File: src/rtl/id_hazard_ctrl.sv
`default_nettype none
// ============================================================================
//  Module   : id_hazard_ctrl
//  Purpose  : Decode-stage hazard controller. Tracks in-flight writes to each
//             architectural register (x1..x31) with small counters, stalls
//             decode on read-after-write or counter-capacity hazards, and
//             keeps a saturating stalled-cycle counter plus a sticky
//             writeback-underflow flag.
//  Ports    : clk, rst (async, active-high)
//             issue_valid, issue_rs1/rs2/rd, issue_has_rs1/rs2/rd  - decode
//             wb_valid, wb_rd                                     - writeback
//             flush                                               - squash
//             stall, issue_fire                 - same-cycle issue decision
//             pend_mask[31:0]                   - registered pending writes
//             stall_cnt[15:0], err_underflow    - status
//  Options  : `define ID_HAZARD_WB_BYPASS_EN lets a same-cycle writeback
//             release the hazard it retires.
//  Revision : 1.0 - initial release
// ============================================================================
module id_hazard_ctrl #(
    parameter int CNT_W = 2
) (
    input  logic        clk,
    input  logic        rst,
    input  logic        issue_valid,
    input  logic [4:0]  issue_rs1,
    input  logic [4:0]  issue_rs2,
    input  logic [4:0]  issue_rd,
    input  logic        issue_has_rs1,
    input  logic        issue_has_rs2,
    input  logic        issue_has_rd,
    input  logic        wb_valid,
    input  logic [4:0]  wb_rd,
    input  logic        flush,
    output logic        stall,
    output logic        issue_fire,
    output logic [31:0] pend_mask,
    output logic [15:0] stall_cnt,
    output logic        err_underflow
);

    localparam logic [CNT_W-1:0] c_CNT_MAX   = {CNT_W{1'b1}};
    localparam logic [CNT_W-1:0] c_CNT_ONE   = CNT_W'(1);
    localparam logic [15:0]      c_STALL_MAX = 16'hFFFF;

    logic [31:0][CNT_W-1:0] cnt_q;
    logic [31:0][CNT_W-1:0] cnt_d;
    logic [31:0][CNT_W-1:0] w_eff;
    logic                   w_raw_hazard;
    logic                   w_cap_hazard;
    logic                   w_wb_retire;
    logic                   err_underflow_q;
    logic                   err_underflow_d;
    logic [15:0]            stall_cnt_q;
    logic [15:0]            stall_cnt_d;

    // A writeback only retires something when its counter is non-zero.
    assign w_wb_retire = wb_valid && (wb_rd != 5'd0) && (cnt_q[wb_rd] != '0);

    // Effective in-flight count seen by the hazard checks.
    always_comb begin
        w_eff = cnt_q;
`ifdef ID_HAZARD_WB_BYPASS_EN
        if (w_wb_retire) begin
            w_eff[wb_rd] = cnt_q[wb_rd] - c_CNT_ONE;
        end
`endif
    end

    assign w_raw_hazard = (issue_has_rs1 && (issue_rs1 != 5'd0) && (w_eff[issue_rs1] != '0)) ||
                          (issue_has_rs2 && (issue_rs2 != 5'd0) && (w_eff[issue_rs2] != '0));
    assign w_cap_hazard = issue_has_rd && (issue_rd != 5'd0) && (w_eff[issue_rd] == c_CNT_MAX);

    // Gating with rst keeps both decisions low while reset is held.
    assign stall      = !rst && issue_valid && !flush &&  (w_raw_hazard || w_cap_hazard);
    assign issue_fire = !rst && issue_valid && !flush && !(w_raw_hazard || w_cap_hazard);

    // Increment then decrement the same slot so a matching issue/writeback
    // pair cancels. The capacity check guarantees the increment never wraps.
    always_comb begin
        cnt_d = cnt_q;
        if (flush) begin
            cnt_d = '0;
        end else begin
            if (issue_fire && issue_has_rd && (issue_rd != 5'd0)) begin
                cnt_d[issue_rd] = cnt_d[issue_rd] + c_CNT_ONE;
            end
            if (w_wb_retire) begin
                cnt_d[wb_rd] = cnt_d[wb_rd] - c_CNT_ONE;
            end
        end
        cnt_d[0] = '0;
    end

    always_comb begin
        err_underflow_d = err_underflow_q;
        if (!flush && wb_valid && (wb_rd != 5'd0) && (cnt_q[wb_rd] == '0)) begin
            err_underflow_d = 1'b1;
        end
    end

    always_comb begin
        stall_cnt_d = stall_cnt_q;
        if (stall && (stall_cnt_q != c_STALL_MAX)) begin
            stall_cnt_d = stall_cnt_q + 16'd1;
        end
    end

    always_ff @(posedge clk or posedge rst) begin
        if (rst) begin
            cnt_q           <= '0;
            err_underflow_q <= 1'b0;
            stall_cnt_q     <= 16'd0;
        end else begin
            cnt_q           <= cnt_d;
            err_underflow_q <= err_underflow_d;
            stall_cnt_q     <= stall_cnt_d;
        end
    end

    assign pend_mask[0] = 1'b0;
    for (genvar r = 1; r < 32; r++) begin : g_pend
        assign pend_mask[r] = |cnt_q[r];
    end

    assign stall_cnt     = stall_cnt_q;
    assign err_underflow = err_underflow_q;

endmodule
`default_nettype wire

File: config.mk
export PLATFORM = sky130hd
export DESIGN_NAME = id_hazard_ctrl
export DESIGN_NICKNAME = d
export VERILOG_FILES = /design/src/rtl/id_hazard_ctrl.sv
export SDC_FILE = /design/constraint.sdc
export NUM_CORES = 1
export LEC_CHECK = 0
export CAP_MARGIN = 20
export CORE_AREA = 2 2 119 121
export DETAILED_ROUTE_END_ITERATION = 6
export DIE_AREA = 0 0 121 123
export PLACE_DENSITY = 0.83
export SLEW_MARGIN = 20
export SYNTH_ARGS = -nofsm -noshare
export SYNTH_HDL_FRONTEND = slang
export SYNTH_SLANG_ARGS = --single-unit
export TNS_END_PERCENT = 30
File: constraint.sdc
create_clock -name clk -period 5.2 [get_ports clk]
set_input_delay 1.04 -clock clk [delete_from_list [all_inputs] [get_ports clk]]
set_output_delay 1.04 -clock clk [all_outputs]
set_load 0.02 [all_outputs]
# Yosys cells after proc, flatten, opt, wreduce, memory -nomap -nowiden
# Cells that the tools add are included.
# classes
n_addsub,3
n_eq_ne,2
magnitude_cmp,6
reduce_logical,64
mux,20
# op_table
cell,n
64-bit 2-to-1 mux,4
64-bit bitwise mux,2
2-bit OR reduction,31
2-bit binary-select mux with 5-bit select,5
"5-bit by 6-bit < comparator with 1-bit output, second input constant",4
2-bit demux with 5-bit select,2
1-bit logical AND,20
5-bit nonzero test,4
"16-bit by 1-bit adder with 16-bit output, second input constant",1
"16-bit != test, second input constant",1
2-bit 2-to-1 mux,7
"5-bit by 1-bit greater-or-equal comparator with 1-bit output, second input constant",2
2-bit nonzero test,3
1-bit logical NOT,3
"2-bit by 1-bit adder with 2-bit output, second input constant",1
"2-bit equality test, second input constant",1
2-bit logical NOT,1
1-bit logical OR,2
"2-bit by 1-bit subtractor with 2-bit output, second input constant",1
# word_totals
output_inout_bits,51
register_bits,79
inputBits,28

# Longest topological paths before layout
# Gate-level depths: netlist of the first run.
# depth
depth_word,18
mapped_depth,23

# Least setup slack after synthesis of the first run
# OpenSTA, ideal clock, no wires.
# synth_path
path_kind,in2reg
from,input port issue_rd[0]
to,register cnt_q[59] in the netlist's numbering
path_slack_ns,-1.461
path_stages,22
arrival_time_ns,6.551
cell_sequence,clkbuf_1 > mux4_2 > mux2_2 > a22o_1 > a211oi_1 > clkbuf_1 > clkbuf_1 > inv_1 > ha_1 > nor2_1 > clkbuf_1 > clkbuf_1 > nand3_1 > a2111oi_4 > mux2i_1 > a32o_1 > nor4_1 > o2111ai_1 > nor4_1 > xor2_1 > buf_4 > o41ai_1
# synth_lines
element,line,rtl
start: declaration,28,"input logic [4:0] issue_rd,"
end signal: assignment,115,cnt_q <= cnt_d;
end: declaration,46,logic [31:0][CNT_W-1:0] cnt_q;

==> results of run 1 <==
==> through the flow <==
stage | hold slack, ps | instances | setup WS (ps) | power, mW
after floorplan | 565 | 801 | -347 | 0.892
after global placement | 458 | 1129 | -904 | 1.07
after detailed placement | 455 | 1129 | -966 | 1.07
after CTS | 477 | 1158 | -47.9 | 1.75
after global routing | 494 | 1158 | -283 | 1.82
final | 471 | 1158 | -119 | 1.77
==> synthesized netlist by cell type (4+ instances only) <==
cell type | number | share of area
a311oi_1 | 5 | 0.0062
o41ai_1 | 21 | 0.026
a211oi_1 | 25 | 0.026
o211ai_1 | 9 | 0.0095
buf_1 | 7 | 0.0037
nor2b_1 | 14 | 0.012
xor2_1 | 8 | 0.0099
or2_2 | 4 | 0.0035
a32o_1 | 4 | 0.0056
and2_1 | 7 | 0.0062
a2111oi_2 | 13 | 0.027
dfrtp_1 | 79 | 0.28
buf_2 | 6 | 0.0042
mux2_2 | 38 | 0.060
nand4_1 | 12 | 0.011
o211a_1 | 6 | 0.0085
a21oi_1 | 17 | 0.012
mux2i_1 | 39 | 0.055
o21ai_0 | 7 | 0.0049
o31ai_1 | 7 | 0.0074
mux4_2 | 34 | 0.11
or3_1 | 19 | 0.017
nand2b_1 | 6 | 0.0053
xnor2_1 | 9 | 0.011
nor4_1 | 5 | 0.0044
nand3_1 | 32 | 0.023
inv_1 | 39 | 0.021
clkbuf_1 | 54 | 0.029
and3_1 | 12 | 0.011
o22ai_1 | 4 | 0.0035
nand2_1 | 56 | 0.030
nor2_1 | 115 | 0.061
a2111oi_0 | 7 | 0.0086
nor3_1 | 24 | 0.017
==> area by class of cell <==
cell class	instances	area, um2
Fill cell	976	3790
Multi-Input combinational cell	613	5080
Clock inverter	4	53.8
Sequential cell	79	1980
Timing Repair Buffer	231	2090
Inverter	39	150
Clock buffer	12	246
Tap cell	180	225
==> power by group through the flow <==
stage          clock, mW  combinational, mW  sequential [mW]
2_1_floorplan          0              0.223            0.669
3_3_place_gp           0              0.409            0.657
3_5_place_dp           0              0.413            0.657
4_1_cts            0.648              0.457            0.647
5_1_grt            0.671              0.494            0.651
6_report           0.646              0.478            0.651
==> flip-flops by register name, indices dropped and copies added, names as in the netlist <==
register,flops
cnt_q,62
stall_cnt,16
err_underflow,1
==> cell families after synthesis <==
group	synth area share
adders and majority gates	0.00352
muxes	0.223
other	0.000528
buffers and inverters	0.0603
xor gates and xnor gates	0.0210
and+or+nand+nor	0.220
AOI/OAI and AO/OA	0.193
DFF	0.279
==> layer usage <==
| metal | vias to the layer above | track usage |
|---|---|---|
| met2 | 685 | 0.620 |
| li1 | 3371 | - |
| met4 | 0 | 0.204 |
| met3 | 166 | 0.144 |
| met1 | 3746 | 0.487 |
| met5 | - | 0 |
==> worst reg2reg max path, cell delays in order, from the launching register on <==
cell and delay (ps):
dfrtp_1 470, mux4_2 480, mux2_4 300, a22o_1 220, a211oi_4 280, inv_4 60
ha_4 170, nor2_4 130, buf_12 120, buf_12 110, nand3_4 80, a2111oi_4 350
buf_4 180, mux2_4 310, nor2b_4 130, a2111o_1 290, nand4_1 170, nor4_4 40
buf_4 160, xor2_4 180, buf_8 170, o41ai_4 330
==> path summary, 6_finish.rpt <==
check | start | end | slack [ps] | depth (start not counted)
setup / recovery | issue_rd[0] | cnt_q[37] | -120 | 23
hold / removal | err_underflow | err_underflow | 470 | 1
setup reg to reg | cnt_q[24] | cnt_q[37] | 360 | 21
hold reg to reg | err_underflow | err_underflow | 470 | 1
max in group asynchronous | rst | cnt_q[29] | 3060 | 3
min in group asynchronous | rst | stall_cnt[5] | 1470 | 3
==> repair_timing <==
item / 4_1_cts / 5_1_grt
endpoints found under the setup margin: 64 / 63
gates resized for setup: 71 / 5
pin swaps: 15 / 0
hold buffers: 0 / 0
setup buffers: 13 / 1
cloned: 1 / 0
==> out/qor.yml, run 1 <==
grt_max_degree: 80
io_buffers: 77
nets: 1003
fin_setup_tns_ps: -1840
wl_met2_um: 13000
outcome: "finished, violations left"
cp_num_buf_inv: 8
skew_ps: 9.13
numClockSinks: 79
gp_congestion: 1.10
synth_edf_count: 0
period_minus_slack_ps: 5320
drv_slew: 0
synth-seq-area-share: 0.279
path_max_fanout: 8
hold_violations: 0
die_w_um: 121
finalCritPeriodShare: 1.02
path_class: "in2reg"
routedWlPerCell_um: 25.2
fmax_mhz: 188
synth-seq-cells: 79
cts-root-buf: "clkbuf_16"
fin_ws_ps: -119
power_frac_clock: 0.364
worstPathArrival_ps: 5560
worst_pin_slew_ps: 1030
cts_buffers: 9
relSlewSlack: 0.311
drive_above_1_share: 0.311
power_frac_comb: 0.269
layout_common_cells: "buf_4 (137), nor2_1 (114), dfrtp_1 (79), clkdlybuf4s50_1 (71), nand2_1 (56)"
syn_area_per_cell_um2: 8.86
rows: 43
final-setup-viol-count: 31
met3_wirelength_um: 4060
syn-cell-area_um2: 7100
fp.dieH_um: 123
cp_common_cell: "buf_12"
switching_share: 0.317
n_antenna_cell: 0
drtIter0Drc: 1538
vias_per_cell: 6.88
start_kind: "primary input"
required_ps: 5440
max-vdd-ir-drop_uv: 203
max_cap_violations: 0
ant_nets: 0
synth_ff_type: "dfrtp_1"
design_area_um2: 9820
dr.max_layer_used: "met4"
syn_nets: 831
routed_wl_um: 29200
grt-ovfl-total: 0
p_leak_nw: 4.21
hp-class: "reg2reg"
clock_latency_ps: 350
slowest_delay_ps: 490
rsz0062_at_grt: "true"
power_density_nw_per_um2: 181
syn_inst: 801
clk_pin_slew_worst_paths_ps: 60
final_common_cell: "buf_4"
critPathCaptureType: "flop"
coreArea_um2: 13600
p_int_mw: 1.21
antenna_found_initial: 0
cts_tree: "done"
io_pins: 79
initial_utilization: 0.521
first_pass_iters: 6
cpMaxStageDelayCell: "mux4_2"
cp_top_family: "compound AO/OA/AOI/OAI gates"
dieArea_um2: 14900
dp_hpwl_um: 21300
violations: "negative setup slack"
placed_cell_area_um2: 9060
htreeDepth: 3
ys.warnings.count: 0
async_reset_ff_frac: 1.00
drc_errors: 0
route.vias.total: 7968
seqPwrFrac: 0.367
wl_met1_um: 10300
grt_pass1_wl_um: 44500
grt_pass1_vias: 7622
grt.total_usage: 0.398
utilization: 0.722
p_sw_mw: 0.562
crit_chain: "buf_12, buf_12, mux4_2, mux2_4, a22o_1, a211oi_4, inv_4, ha_4, nor2_4, buf_12, buf_12, nand3_4, a2111oi_4, buf_4, mux2_4, nor2b_4, a2111o_1, nand4_1, nor4_4, buf_4, xor2_4, buf_8, o41ai_4"
syn2layout_area_growth_pct: 38.4
ys_types: 64
clock_path_buffers: 2
Note: power is estimated with default switching activity, not from simulation.
==> inputs of run 2 (changes only) <==
Settings changed: ABC_AREA set to 1, CORE_AREA 2 2 119 121 to 2 2 126 128, DIE_AREA 0 0 121 123 to 0 0 128 130, PLACE_DENSITY 0.83 to 0.82.
==> run 2 against run 1 <==
The flow now finishes without violations. Maximum frequency up 5.1%. Sequential cell count unchanged. Critical endpoint is now stall. Core utilization down 10 points. First-iteration DRC count down 20%. Critical path type is now in2out. Sequential power up 2%.
==> out/qor.yml, run 2 <==
outcome: "finished, final reports clean"
first_pass_iters: 6  # unchanged
register_area_um2: 1980  # unchanged
syn-cell-area_um2: 7990  # +13%
drive_above_1_share: 0.0801  # -0.231
worst_pin_slew_ps: 974  # -58.9 ps
reg2reg_from: "cnt_q[10]"
max-vdd-ir-drop_uv: 177  # -13%
htreeDepth: 3  # unchanged
rows: 46  # +7.0%
final-setup-viol-count: 0  # -100%
drc_errors: 0  # unchanged
power_density_nw_per_um2: 211  # +17%
nets: 1523  # +52%
synth_ff_type: "dfrtp_1"
min_from: "stall_cnt[15]"
die_w_um: 128  # +5.8%
synth_top_area_frac: 0.247  # -0.0312
skew_ps: 15.3  # +6.18 ps
clock_latency_ps: 370  # +20 ps
fp.dieH_um: 130  # +5.7%
route.vias.total: 9997  # +25%
hold_violations: 0  # unchanged
drv_slew: 0  # unchanged
period_minus_slack_ps: 5060  # -256 ps
yosysMostFrequentCell: "nand2_1"
path_max_fanout: 19  # +11
final_common_cell: "nand2_1"
syn2layout_area_growth_pct: 19.0
io_pins: 79  # unchanged
grt-ovfl-total: 0  # unchanged
synth_area_leader_cell: "dfrtp_1"
ant_nets: 0  # unchanged
routed_wl_um: 32800  # +12%
worstPathArrival_ps: 4020  # -1540 ps
synth-seq-cells: 79  # unchanged
rsz0062_at_grt: "true"
worstReg2RegEnd: "cnt_q[45]"
finalPower_mw: 2.01  # +13%
max_cap_violations: 0  # unchanged
synth_edf_count: 0  # unchanged
crit_start: "issue_rd[0]"
ys_top_cells_by_area: "dfrtp_1 (25%), nand2_1 (22%), nor2_1 (9.9%), inv_1 (9.1%), o21ai_0 (6.6%)"
ys.warnings.count: 0  # unchanged
routedWlPerCell_um: 19.4  # -23%
cts-root-buf: "clkbuf_16"
start_kind: "primary input"
reg2reg_slack_ps: 1430  # +1070 ps
syn_area_per_cell_um2: 5.66  # -36%
r2r_cells: 24  # +14%
grt_max_degree: 53  # -34%
antenna_found_initial: 0  # unchanged
fillCellCount: 1517  # +55%
n_antenna_cell: 0  # unchanged
grt_pass1_vias: 9153  # +20%
vias_per_cell: 5.92  # -14%
clk_pin_slew_worst_paths_ps: 70  # about the same
hp-class: "reg2reg"
numClockSinks: 79  # unchanged
utilization: 0.617  # -0.105
initial_utilization: 0.518  # -0.00321
async_reset_ff_frac: 1.00  # unchanged
ys_types: 38  # -41%
grt.total_usage: 0.395  # -0.00308
critPathCaptureType: "primary output"
ctsHoldBuffers: 0  # unchanged
dp_hpwl_um: 24000  # +13%
grt_pass1_wl_um: 49800  # +12%
drtIter0Drc: 1237  # -20%
layout_common_cells: "nand2_1 (477), nor2_1 (210), inv_1 (192), o21ai_0 (105), dfrtp_1 (79)"
multi_input_area_um2: 4950  # -2.6%
largest_reg_flops: 62  # unchanged
fmax_mhz: 198  # +5.1%
pre_cts_ws_ps: -24.1  # +942 ps
finalCritPeriodShare: 0.974  # -0.0493
gp_congestion: 1.06  # -3.6%
dieArea_um2: 16600  # +12%
synth-seq-area-share: 0.247  # -0.0312
syn_nets: 1442  # +74%
relSlewSlack: 0.350  # +0.0385
synth_top_cells_by_count: "nand2_1 (478), nor2_1 (210), inv_1 (194)"
p_leak_nw: 4.92  # +17%
required_ps: 4160  # -1280 ps
fin_ws_ps: 137  # +256 ps
io_buffers: 77  # unchanged
crit_end: "stall"
clock_path_buffers: 2  # unchanged
cts_buffers: 9  # unchanged
syn_inst: 1412  # +76%
cts_tree: "done"
coreArea_um2: 15400  # +13%
path_class: "in2out"
fin_setup_tns_ps: 0  # +1840 ps
largest-register: "cnt_q"
## run 2: worst min-delay path by stage
stage	end	slack [ps]	cells after the start
after floorplan	err_underflow	590	1
after global placement	err_underflow	480	1
after detailed placement	stall_cnt[15]	480	1
after CTS	stall_cnt[15]	500	1
after global routing	stall_cnt[15]	510	1
final	stall_cnt[15]	490	1
## run 2: kinds of logic (layout without fill, tap and decap cells)
group	count (synthesis)	after routing	synth area share
xor gates and xnor gates	15	15	0.0164
and+or+nand+nor	792	792	0.404
muxes	1	1	0.00141
DFF	79	79	0.247
adders and majority gates	2	2	0.00313
buffers and inverters	260	346	0.135
other	1	1	0.000469
AOI/OAI and AO/OA	262	262	0.193
## run 2: what timing repair did
item | in CTS | in global routing
endpoints found under the setup margin | 0 | 63
setup buffers | 0 | 2
endpoints found under the hold margin | 0 | 0
gates resized for setup | 0 | 6
## run 2: cell type report
| type | instances | share of cell area |
|---|---|---|
| Clock inverter | 7 | 0.00710 |
| Inverter | 202 | 0.0806 |
| Timing Repair Buffer | 128 | 0.135 |
| Sequential cell | 79 | 0.208 |
| Tap cell | 192 | 0.0253 |
| Clock buffer | 9 | 0.0237 |
| Multi-Input combinational cell | 1073 | 0.520 |
## run 2: power by group
part | switching, mW | internal, mW
Clock | 0.317 | 0.339
Sequential | 0.0255 | 0.641
Combinational | 0.456 | 0.231
## run 2: metrics by stage
stage	area [um2]	instances	hold slack [ps]
after floorplan	8000	1412	592
after global placement	9160	1671	483
after detailed placement	9160	1671	480
after CTS	9460	1687	497
after global routing	9510	1690	506
final	9510	1690	492
## run 2: worst max-delay path: stages
cell,delay [ps]
clkdlybuf4s50_1,550
inv_1,120
nand2_2,130
inv_1,130
a22oi_1,170
nand2_1,140
nand2_1,80
nand2_1,50
nor2_1,160
nand2_1,100
ha_1,200
nand2_1,80
nand2_1,90
nor2_4,180
buf_12,190
nor2_4,40
clkdlybuf4s50_1,530
## run 2: routing by layer
| metal | share of wire | global-route usage | vias up |
|---|---|---|---|
| met4 | 0.055 | 0.222 | 0 |
| met5 | 0 | 0 | - |
| li1 | - | - | 4666 |
| met3 | 0.12 | 0.0763 | 135 |
| met2 | 0.44 | 0.617 | 672 |
| met1 | 0.39 | 0.517 | 4524 |
==> edit: new RTL, config.mk and constraints of run 1 <==
Register the output `err_underflow` once more, without a reset; this adds one clock of latency there. The other outputs are not delayed to match.
--- a/src/rtl/id_hazard_ctrl.sv
+++ b/src/rtl/id_hazard_ctrl.sv
@@ -126,3 +126,5 @@
     assign stall_cnt     = stall_cnt_q;
-    assign err_underflow = err_underflow_q;
+    always_ff @(posedge clk) begin
+        err_underflow <= err_underflow_q;
+    end
 
Check against the original RTL: not equivalent (a bounded check fails within 4 cycles, from zero or initial values and one cycle with rst high).
==> edit against run 1 <==
Sequential share of layout area fell by 0.10 points; the run still ends with setup timing left; critical path type unchanged; worst setup slack worse by 0.14 ns; wire length grew 2.9%; critical endpoint is now cnt_q[61]$_DFF_PP0_; cell area up 1.5%; sequential cell count increased by 1; core utilization grew 1.1 points; area after synthesis grew 0.28%; power is 1.0% higher; via count grew 2.4%; critical path depth stayed put.
==> edit: results (changes against run 1) <==
[timing]
clock_skew_ns = 0.00695  ; -0.00217 ns
setup_ws_ns = -0.259  ; -0.140 ns
final-setup-viol-count = 40  ; +29%
maxSlewHeadroom = 0.399  ; +0.0874

[logic_synthesis]
synthArstFlopShare = 0.988  ; -0.0125
syn_area_per_cell_sq_um = 8.88  ; +0.16%
ys_dominant_reg_cell = dfrtp_1
synth_xor_xnor_area_share = 0.0209  ; -0.0000590
syn_nets = 832  ; +0.12%
synth_common_cells = 115 x nor2_1, 79 x dfrtp_1, 56 x nand2_1
ys_top_cells_by_area = dfrtp_1 28%, mux4_2 11%, nor2_1 6.1%
synth_compound_area_frac = 0.192  ; -0.000543
synth_cell_types = 65  ; +1.6%
ys_seq_area_frac = 0.281  ; +0.00203
synth_fa_ha_area_frac = 0.00352  ; -0.00000992
synthMuxAreaShare = 0.223  ; -0.000628
yosysWarningCount = 0  ; unchanged

[cells_and_area]
final_cells = 1175  ; +1.5%
drive_above_1_share = 0.328  ; +0.0168
largest_register_ff_count = 62  ; unchanged
regMostFlops = cnt_q
nets = 1020  ; +1.7%
diodes = 0  ; unchanged
fillers = 982  ; +0.61%

[critical_path]
cp_max_fo = 9  ; +1
crit_family = compound AO/OA/AOI/OAI gates
arrival_ns = 5.65  ; +0.09 ns
slowest_stage = mux4_2
worst_path_largest_cell_delay_ns = 0.50

[cts]
h-tree-depth = 3  ; unchanged
cts_made_buffers = 9  ; unchanged
clock_latency_ns = 0.35  ; about the same
cts_root_buf = clkbuf_16
cts.clk_slew.worst_paths_ns = 0.06  ; about the same
clock_path_buffers = 2  ; unchanged

[routing]
drc = 0  ; unchanged
avgRoutedWirePerCell_um = 25.6  ; +1.4%
drt-initial-drc-count = 1294  ; -16%
routed_via_density = 6.94  ; +0.89%

[global_routing]
grt_max_degree = 80  ; unchanged
gr-usage-all-layers = 0.400  ; +0.00219
antenna_found_initial = 0  ; unchanged
grt_first_pass_wirelength_um = 44600  ; +0.16%
grt_pass1_vias = 7825  ; +2.7%

[power]
leakagePower_uw = 0.00430  ; +2.0%
ir_worst_vdd_v = 0.000153  ; -25%

[place]
pre_cts_ws_ns = -1.04  ; -0.0766 ns
dp.cells = 1134  ; +0.44%
dpl_cell_area_sq_um = 9060  ; unchanged
port_buffers = 77  ; unchanged
hpwlAfterDp_um = 21900  ; +2.9%
finalWeightedCongestion = 1.11  ; +0.56%

[run_status]
violations = setup timing
status = finished, violations left

[hold_path]
hold_class = reg -> reg

edit: changes by cell type in the layout (fill, tap and decap cells not counted), sizes merged:
cell           change
buf               +14
clkbuf             +3
clkdlybuf4s50      +2
clkinv             +1
clkinvlp           -1
dfxtp              +1
dlygate4sd2        -1
dlymetal6s2s       -1
inv                -1
edit: final cells by class:
class | count | area, sq um | share of cell area
Clock buffer | 13 | 240 | 0.0241
Clock inverter | 3 | 42.5 | 0.00427
Inverter | 39 | 150 | 0.0151
Multi-Input combinational cell | 613 | 5140 | 0.515
Sequential cell | 80 | 2000 | 0.200
Tap cell | 180 | 225 | 0.0226
Timing Repair Buffer | 247 | 2180 | 0.219
edit: path summary, 6_finish.rpt:
kind	depth (start not counted)	from	end	slack (ns)
max reg2reg	21	cnt_q[28]$_DFF_PP0_	cnt_q[61]$_DFF_PP0_	0.19
min	0	err_underflow_q$_DFFE_PP0P_	err_underflow$_DFF_P_	0.38
min reg2reg	0	err_underflow_q$_DFFE_PP0P_	err_underflow$_DFF_P_	0.38
max in group asynchronous	3	rst	cnt_q[44]$_DFF_PP0_	3.42
max	23	issue_rd[0]	cnt_q[61]$_DFF_PP0_	-0.26
min in group asynchronous	3	rst	stall_cnt[4]$_DFFE_PP0P_	1.26
edit: report_power, final:
group	switching [uW]	total, uW	internal, uW
Sequential	18.9	656	637
Clock	256	628	372
Combinational	297	509	212
Total	572	1790	1220
edit: per-stage QoR:
step           total power [uW]  setup TNS, ns
6_report                   1790          -7.22
3_3_place_gp               1080         -49.77
3_5_place_dp               1080         -51.89
5_1_grt                    1830          -9.54
4_1_cts                    1740          -1.54
2_1_floorplan               900         -11.60
edit: timing repair:
item	in CTS	in global routing
pin swaps	17	25
setup buffers	9	15
resized for setup	51	35
cloned	2	1
endpoints found under the setup margin	64	63
edit: kinds of logic (layout without fill, tap and decap cells):
group                      count (synthesis)  after routing
other                                      1              1
buffers and inverters                    109            302
DFF                                       80             80
and+or+nand+nor                          323            323
adders and majority gates                  2              2
muxes                                    111            111
xor gates and xnor gates                  17             17
AOI/OAI and AO/OA                        159            159
edit: per-layer routing:
metal / vias to the layer above / share of wire / GRT usage
met5: - / 0 / 0
met4: 0 / 0.072 / 0.193
met3: 211 / 0.13 / 0.108
met2: 729 / 0.44 / 0.626
met1: 3836 / 0.36 / 0.517
li1: 3381 / - / -
